$ cat config.mk
export PLATFORM = sky130hd
export DESIGN_NAME = call_stack
export DESIGN_NICKNAME = d
export VERILOG_FILES = /design/src/rtl/call_stack_pkg.sv /design/src/rtl/call_stack_ram.sv /design/src/rtl/call_stack.sv
export SDC_FILE = /design/constraint.sdc
export NUM_CORES = 1
export LEC_CHECK = 0
export ABC_AREA = 1
export CAP_MARGIN = 15
export CORE_MARGIN = 2
export CORE_UTILIZATION = 40
export CTS_CLUSTER_DIAMETER = 60
export DETAILED_ROUTE_END_ITERATION = 10
export DONT_BUFFER_PORTS = 1
export GPL_TIMING_DRIVEN = 0
export PLACE_DENSITY = 0.52
export SETUP_SLACK_MARGIN = 0.4
export SYNTH_ARGS = -nofsm -noshare
export SYNTH_HDL_FRONTEND = slang
export SYNTH_SLANG_ARGS = --single-unit
$ cat constraint.sdc
create_clock -name clk -period 4.8 [get_ports clk]
set_clock_uncertainty 0.2 [all_clocks]
set_input_delay 0.96 -clock clk [delete_from_list [all_inputs] [get_ports clk]]
set_output_delay 0.96 -clock clk [all_outputs]
set_load 0.1 [all_outputs]
$ cat src/rtl/call_stack_pkg.sv
// Shared types and default sizing for the hardware return-address stack.
// Pure declarations: no logic, no latency.
// No flow control; consumers own their handshaking.
package call_stack_pkg;

    localparam int DEF_WIDTH = 15;
    localparam int DEF_DEPTH = 16;

    // Operation selected for the current cycle after priority decode
    typedef enum logic [2:0] {
        STK_NOP,
        STK_PUSH,
        STK_POP,
        STK_REPLACE,
        STK_TOSWR
    } stk_op_e;

endpackage

$ cat src/rtl/call_stack_ram.sv
// DEPTH x WIDTH storage for the return-address stack, one write port, one read port.
// Write takes effect at the clock edge; read is combinational (zero latency).
// No backpressure; every write request is accepted. Contents are not reset.
module stack_ram #(
    parameter int WIDTH = 15,
    parameter int DEPTH = 16,
    parameter int PTR_W = $clog2(DEPTH)
) (
    input  logic             clk,
    input  logic             we,
    input  logic [PTR_W-1:0] waddr,
    input  logic [WIDTH-1:0] wdata,
    input  logic [PTR_W-1:0] raddr,
    output logic [WIDTH-1:0] rdata
);

    logic [WIDTH-1:0] mem [DEPTH];

    // Synchronous write port
    always_ff @(posedge clk) begin
        if (we) begin
            mem[waddr] <= wdata;
        end
    end

    assign rdata = mem[raddr];

endmodule

$ cat src/rtl/call_stack.sv
// Return-address stack with occupancy, sticky ovf/unf flags, error pulse and TOS write.
// Results of an operation are visible on outputs one cycle after the operation edge.
// No backpressure; faults are reported via flags/stack_err instead of stalling.
module call_stack
    import call_stack_pkg::*;
#(
    parameter int WIDTH = DEF_WIDTH,
    parameter int DEPTH = DEF_DEPTH,
    localparam int PTR_W = $clog2(DEPTH),
    localparam int CNT_W = $clog2(DEPTH + 1)
) (
    input  logic             clk,
    input  logic             reset,
    input  logic             push,
    input  logic             pop,
    input  logic [WIDTH-1:0] stack_in,
    input  logic             stvren,
    input  logic             tos_we,
    input  logic [WIDTH-1:0] tos_wdata,
    input  logic             flag_clr,
    output logic [WIDTH-1:0] stack_out,
    output logic [CNT_W-1:0] count,
    output logic             full,
    output logic             empty,
    output logic             ovf,
    output logic             unf,
    output logic             stack_err
);

    logic [PTR_W-1:0] tp, tp_nxt;
    logic [CNT_W-1:0] cnt_nxt;
    logic             ovf_set, unf_set, err_nxt;
    logic             ram_we;
    logic [PTR_W-1:0] ram_waddr;
    logic [WIDTH-1:0] ram_wdata, ram_rdata;
    stk_op_e          op;

    assign full  = (count == CNT_W'(DEPTH));
    assign empty = (count == '0);

    // Decode the operation and compute next pointer, count, write and fault events
    always_comb begin
        op        = STK_NOP;
        tp_nxt    = tp;
        cnt_nxt   = count;
        ram_we    = 1'b0;
        ram_waddr = tp;
        ram_wdata = stack_in;
        ovf_set   = 1'b0;
        unf_set   = 1'b0;
        err_nxt   = 1'b0;

        // Replace on an empty stack has nothing to replace, so it degrades to a push
        if (push && pop)  op = empty ? STK_PUSH : STK_REPLACE;
        else if (push)    op = STK_PUSH;
        else if (pop)     op = STK_POP;
        else if (tos_we)  op = STK_TOSWR;

        case (op)
            STK_REPLACE: begin
                ram_we = 1'b1;
            end
            STK_PUSH: begin
                if (!full) begin
                    tp_nxt    = tp + PTR_W'(1);
                    ram_waddr = tp + PTR_W'(1);
                    ram_we    = 1'b1;
                    cnt_nxt   = count + CNT_W'(1);
                end else if (!stvren) begin
                    // Circular overwrite of the oldest entry; count saturates at DEPTH
                    tp_nxt    = tp + PTR_W'(1);
                    ram_waddr = tp + PTR_W'(1);
                    ram_we    = 1'b1;
                    ovf_set   = 1'b1;
                end else begin
                    ovf_set = 1'b1;
                    err_nxt = 1'b1;
                end
            end
            STK_POP: begin
                if (!empty) begin
                    tp_nxt  = tp - PTR_W'(1);
                    cnt_nxt = count - CNT_W'(1);
                end else begin
                    unf_set = 1'b1;
                    err_nxt = stvren;
                end
            end
            STK_TOSWR: begin
                ram_we    = !empty;
                ram_wdata = tos_wdata;
            end
            default: ;
        endcase

        // Reset overrides everything, including storage writes
        if (!reset) ram_we = 1'b0;
    end

    // Pointer, occupancy and flag registers; a new fault wins over flag_clr
    always_ff @(posedge clk) begin
        if (!reset) begin
            tp        <= PTR_W'(DEPTH - 1);
            count     <= '0;
            ovf       <= 1'b0;
            unf       <= 1'b0;
            stack_err <= 1'b0;
        end else begin
            tp        <= tp_nxt;
            count     <= cnt_nxt;
            ovf       <= ovf_set | (ovf & ~flag_clr);
            unf       <= unf_set | (unf & ~flag_clr);
            stack_err <= err_nxt;
        end
    end

    stack_ram #(
        .WIDTH (WIDTH),
        .DEPTH (DEPTH),
        .PTR_W (PTR_W)
    ) u_ram (
        .clk   (clk),
        .we    (ram_we),
        .waddr (ram_waddr),
        .wdata (ram_wdata),
        .raddr (tp),
        .rdata (ram_rdata)
    );

    assign stack_out = empty ? '0 : ram_rdata;

endmodule

# Yosys cells after proc, flatten, opt, wreduce, memory -nomap -nowiden
# Memories as Yosys holds them, arrays and structs flattened. A register that Yosys moved wholly into a read port is not among the register bits.
# Cells that the tools add are included.
[word_totals] output_inout_bits=25 regBits=12 mem_bits_rw=240 memories=1
[memory_table] memory="u_ram.mem" words=16 width=15 read_ports=1 rd_clocked_by_memory_dff=1 wr=1 line_no="call_stack_ram.sv:17" source="logic [WIDTH-1:0] mem [DEPTH];"
[op_classes] mux=31 bitwise_logic=5 n_reduce_logical=6 addsub=4 eq_ne=7
[op_table] op="two-way mux 15 bit" n=2
[op_table] op="two-way mux 4 bit" n=6
[op_table] op="two-way mux 1 bit" n=12
[op_table] op="two-way mux 3 bit" n=4
[op_table] op="two-way mux 5 bit" n=2
[op_table] op="one-hot mux 5 bit (2 select lines)" n=1
[op_table] op="one-hot mux 4 bit (2 select lines)" n=1
[op_table] op="== test 3 x 2 -> 1 bit (second input constant)" n=2
[op_table] op="adder 5 x 1 -> 5 bit (second input constant)" n=1
[op_table] op="== test 5 bit (second input constant)" n=1
[op_table] op="zero test 5 bit" n=1
[op_table] op="subtractor 5 x 1 -> 5 bit (second input constant)" n=1
[op_table] op="adder 4 x 1 -> 4 bit (second input constant)" n=1
[op_table] op="inequality test 2 bit (second input constant)" n=2
[op_table] op="subtractor 4 x 1 -> 4 bit (second input constant)" n=1
[op_table] op="== test 3 x 1 -> 1 bit (second input constant)" n=1
[op_table] op="== test 3 bit (second input constant)" n=1
[op_table] op="one-hot mux 1 bit (3 select lines)" n=1
[op_table] op="AND reduction 3 bit" n=1
[op_table] op="AND 1 bit" n=2
[op_table] op="two-way mux 2 bit" n=1
[op_table] op="OR 1 bit" n=2
[op_table] op="one-hot mux 1 bit (2 select lines)" n=1
[op_table] op="AND reduction 2 bit" n=1
[op_table] op="4 further kinds" n=4

# Longest topological paths before layout
[logic_depth] ltp_word=9 depth_mapped=12 depth_no_buf=12

# Modules after synthesis
# From an unflattened synthesis, not the netlist that was laid out.
[unflattened] cells_unflattened=1221 hier_area_um2=11524.8
[modules_own_cells] module="stack_ram" instances=1 area_each_um2=10311.1 cells_per_inst=994
[modules_own_cells] module="call_stack" instances=1 area_each_um2=1213.7 cells_per_inst=227

# Least setup slack after synthesis
# Ideal clock, no wire load.
[synth_path] path_type="flip-flop to output port" from="register count[1]" to="output stack_out[10]" stages_incl_launch_ff=6 slack_ps=-93 t_arrival_ps=3733 cell_sequence="dfxtp_1 nor2_2 nand2_1 nor2_2 clkbuf_1 a21oi_1"
[synth_between] elab_chain_len=2
[synth_lines] item="from (decl)" line_no="call_stack.sv:22" source="output logic [CNT_W-1:0] count,"
[synth_lines] item="from (signal assigned)" line_no="call_stack.sv:110" source="count <= cnt_nxt;"
[synth_lines] item="zero test 5 bit" line_no="call_stack.sv:39" source="assign empty = (count == '0);"
[synth_lines] item="via empty" line_no="call_stack.sv:24" source="output logic empty,"
[synth_lines] item="two-way mux 15 bit" line_no="call_stack.sv:130" source="assign stack_out = empty ? '0 : ram_rdata;"
[synth_lines] item="to (decl)" line_no="call_stack.sv:21" source="output logic [WIDTH-1:0] stack_out,"
# The timed path passes the listed nets, and every way through them passes these cells.

==> flow_metrics.env <==
export IMPL_status="finished, final reports clean"
export IMPL_power_leakage_nw=4.70
export IMPL_synth_distinct_cells=31
export IMPL_antenna_found_initial=0
export IMPL_yosysTopAreaCellShare=0.660
export IMPL_clk_insertion_delay_late_ns=0.54
export IMPL_ant_nets=0
export IMPL_fin_crit_ns=4.33
export IMPL_ys_warnings_count=0
export IMPL_cp_start_kind="flop"
export IMPL_hp_start="tp[3]$_SDFFE_PN1N_"
export IMPL_rr_worst_depth=11
export IMPL_crit_chain="inv_1 -> buf_2 -> buf_2 -> nand2_1 -> nand3_1 -> nand2_1 -> a21oi_1 -> o31ai_1 -> a21oi_2"
export IMPL_grt_max_degree=17
export IMPL_diodes=0
export IMPL_reg2reg_setup_slack_ns=0.92
export IMPL_synth_most_common_cell="nand2_1"
export IMPL_synth_area_um2=10900
export IMPL_grt_pass1_wl_um=43700
export IMPL_clock_sinks=256
export IMPL_cp_data_arrival_time_ns=3.17
export IMPL_drc=0
export IMPL_place_congestion=0.844
export IMPL_grt_use_total=0.205
export IMPL_ys_seq_area_frac=0.689
export IMPL_cts_root_buf="clkbuf_16"
export IMPL_worst_pin_slew_ns=1.25
export IMPL_cp_required_ns=3.64
export IMPL_relSlewSlack=0.170
export IMPL_drt_pass1_iter_count=5
export IMPL_hold_path_depth=2
export IMPL_worst_r2r_endpoint="u_ram.mem[8][6]$_DFFE_PP_"
export IMPL_rsz0062_at_grt="yes"
export IMPL_synth_area_leaders="edfxtp_1 66%, nand2_1 11%, nand3_1 6.1%"
export IMPL_vdd_ir_drop_worst_mv=0.288
export IMPL_critical_path_max_stage_delay_ns=0.97
export IMPL_final_fill_count=2453
export IMPL_cts_tree="yes"
export IMPL_grt_overflow=0
export IMPL_drv_slew=0
export IMPL_port_buffers=0
export IMPL_vias_per_cell=5.22
export IMPL_syn_to_final_growth_pct=17.3
export IMPL_wl_per_cell_um=20.9
export IMPL_max_clock_path_buffers=3
export IMPL_dr_total_vias=7289
export IMPL_grt_pass1_vias=7084
export IMPL_netlist_top_cells_count="324 x nand2_1, 240 x edfxtp_1, 133 x nand3_1"
export IMPL_path_class="reg -> out"
export IMPL_numCtsBuffers=31
export IMPL_crit_family="compound AO/OA/AOI/OAI gates"
export IMPL_die_area_um2=28600
export IMPL_initial_utilization=0.406
export IMPL_die_h_um=169
export IMPL_hp_class="reg -> reg"
export IMPL_drive_above_1_share=0.149
export IMPL_drt_iter0_markers=560
export IMPL_dp_hpwl_um=19900
export IMPL_multi_input_area_um2=3230
export IMPL_avgSynthCellArea_um2=11.1
export IMPL_synth_seq_cells=256
export IMPL_nets=1075
export IMPL_place_worst_setup_slack_ns=0.305
export IMPL_timing_final_crit_share=0.902
export IMPL_slowest_stage="a21oi_2"
export IMPL_regArea_um2=7530
export IMPL_synth_cells=984
export IMPL_crit_cells=9
export IMPL_cap_violations=0
export IMPL_synth_edff_count=240
export IMPL_finalSetupTns_ns=0
export IMPL_crit_path_end_kind="output pin"
export IMPL_ys_flop_type="edfxtp_1"
export IMPL_worst_path_max_fanout=10
export IMPL_core_um2=26900
export IMPL_whs_ns=0.385
export IMPL_dieWidth_um=169
export IMPL_ys_async_sr_fraction=0
export IMPL_routed_wl_um=29200
export IMPL_setup_viol=0
export IMPL_yosys_area_top_type="edfxtp_1"
export IMPL_pin_count=62
export IMPL_ctsHoldBuffers=0
export IMPL_clkTransAtPathRegs_ns=0.06
export IMPL_max_freq_mhz=231
export IMPL_synth_nets=1027
export IMPL_cts_htree_levels=1
export IMPL_fin_ws_ns=0.472
export IMPL_powerDensity_nw_per_um2=530
export IMPL_r2r_start="count[4]$_SDFFE_PN0P_"
export IMPL_hold_violations=0
export IMPL_row_count=60
export IMPL_crit_buf_inv=3
## timing repair
| item | in CTS | in global routing |
|---|---|---|
| setup buffers | 0 | 0 |
| resized for setup | 10 | 1 |
| endpoints found under the setup margin | 9 | 5 |
## area by class of cell
class	instances	share of cell area
Tap cell	341	0.0333
Clock inverter	18	0.0135
Timing Repair Buffer	15	0.0192
Multi-Input combinational cell	652	0.252
Clock buffer	39	0.0685
Sequential cell	256	0.588
Buffer	50	0.0179
Inverter	26	0.00762
## routing by layer
metal / global-route usage / routed length (um) / vias up
met5: 0 / 0 / -
met4: 0.0535 / 774 / 0
met3: 0.0310 / 1340 / 46
met2: 0.344 / 14000 / 166
met1: 0.280 / 13000 / 3534
li1: - / - / 3543
## worst max-delay path by stage
stage | end | slack [ns]
after global placement | stack_out[9] | -0.63
after detailed placement | stack_out[5] | 0.31
after CTS | stack_out[9] | 0.42
after global routing | stack_out[4] | 0.32
final | stack_out[4] | 0.47
after floorplan | stack_out[10] | -0.09
## sequential cells by signal (all words and copies together) (netlist names), named ones only
register / cells
stack_err: 1
tp: 4
u_ram.mem: 240
ovf: 1
unf: 1
count: 5
## placed cells by master, fill, tap and decap left out, drive strengths merged
cell,n
fa,1
edfxtp,240
nand4,3
clkinvlp,2
o2111ai,1
nand3,141
o31ai,15
inv,28
a31oi,1
dfxtp,16
mux2,15
nor3,1
or2,1
o21ai,22
a21boi,1
nor4,1
ha,5
xor2,2
clkbuf,58
o211ai,1
clkinv,11
bufinv,3
nand2,329
a21oi,54
nor2,58
buf,46
## worst min-delay path, cell delays in order (launching register included)
cell,delay [ns]
dfxtp_1,0.39
a21oi_1,0.09
nand2_1,0.07
## where the power goes
group          switching [mW]  internal [mW]
combinational            1.38          0.414
clock                   0.908           1.45
sequential              0.105           2.54
## kinds of logic (layout without fill, tap and decap cells)
family,count (synthesis),in the layout,share of synthesized area
mux,15,15,0.0155
fa+ha+maj,6,6,0.00756
simple gates,534,534,0.208
compound gates,95,95,0.0493
xor+xnor,2,2,0.00160
flops,256,256,0.689
buf+inv,76,148,0.0290
## metrics by stage
stage,area [um2],power (mW),std cells,utilization
5_1_grt,12800,7.05,1397,0.477
3_3_place_gp,11300,4.30,1325,0.422
2_1_floorplan,10900,3.90,984,-
3_5_place_dp,11700,4.44,1338,0.434
6_report,12800,6.79,1397,0.477
4_1_cts,12800,6.83,1395,0.475
No activity file was read; power rests on OpenSTA's default activity.
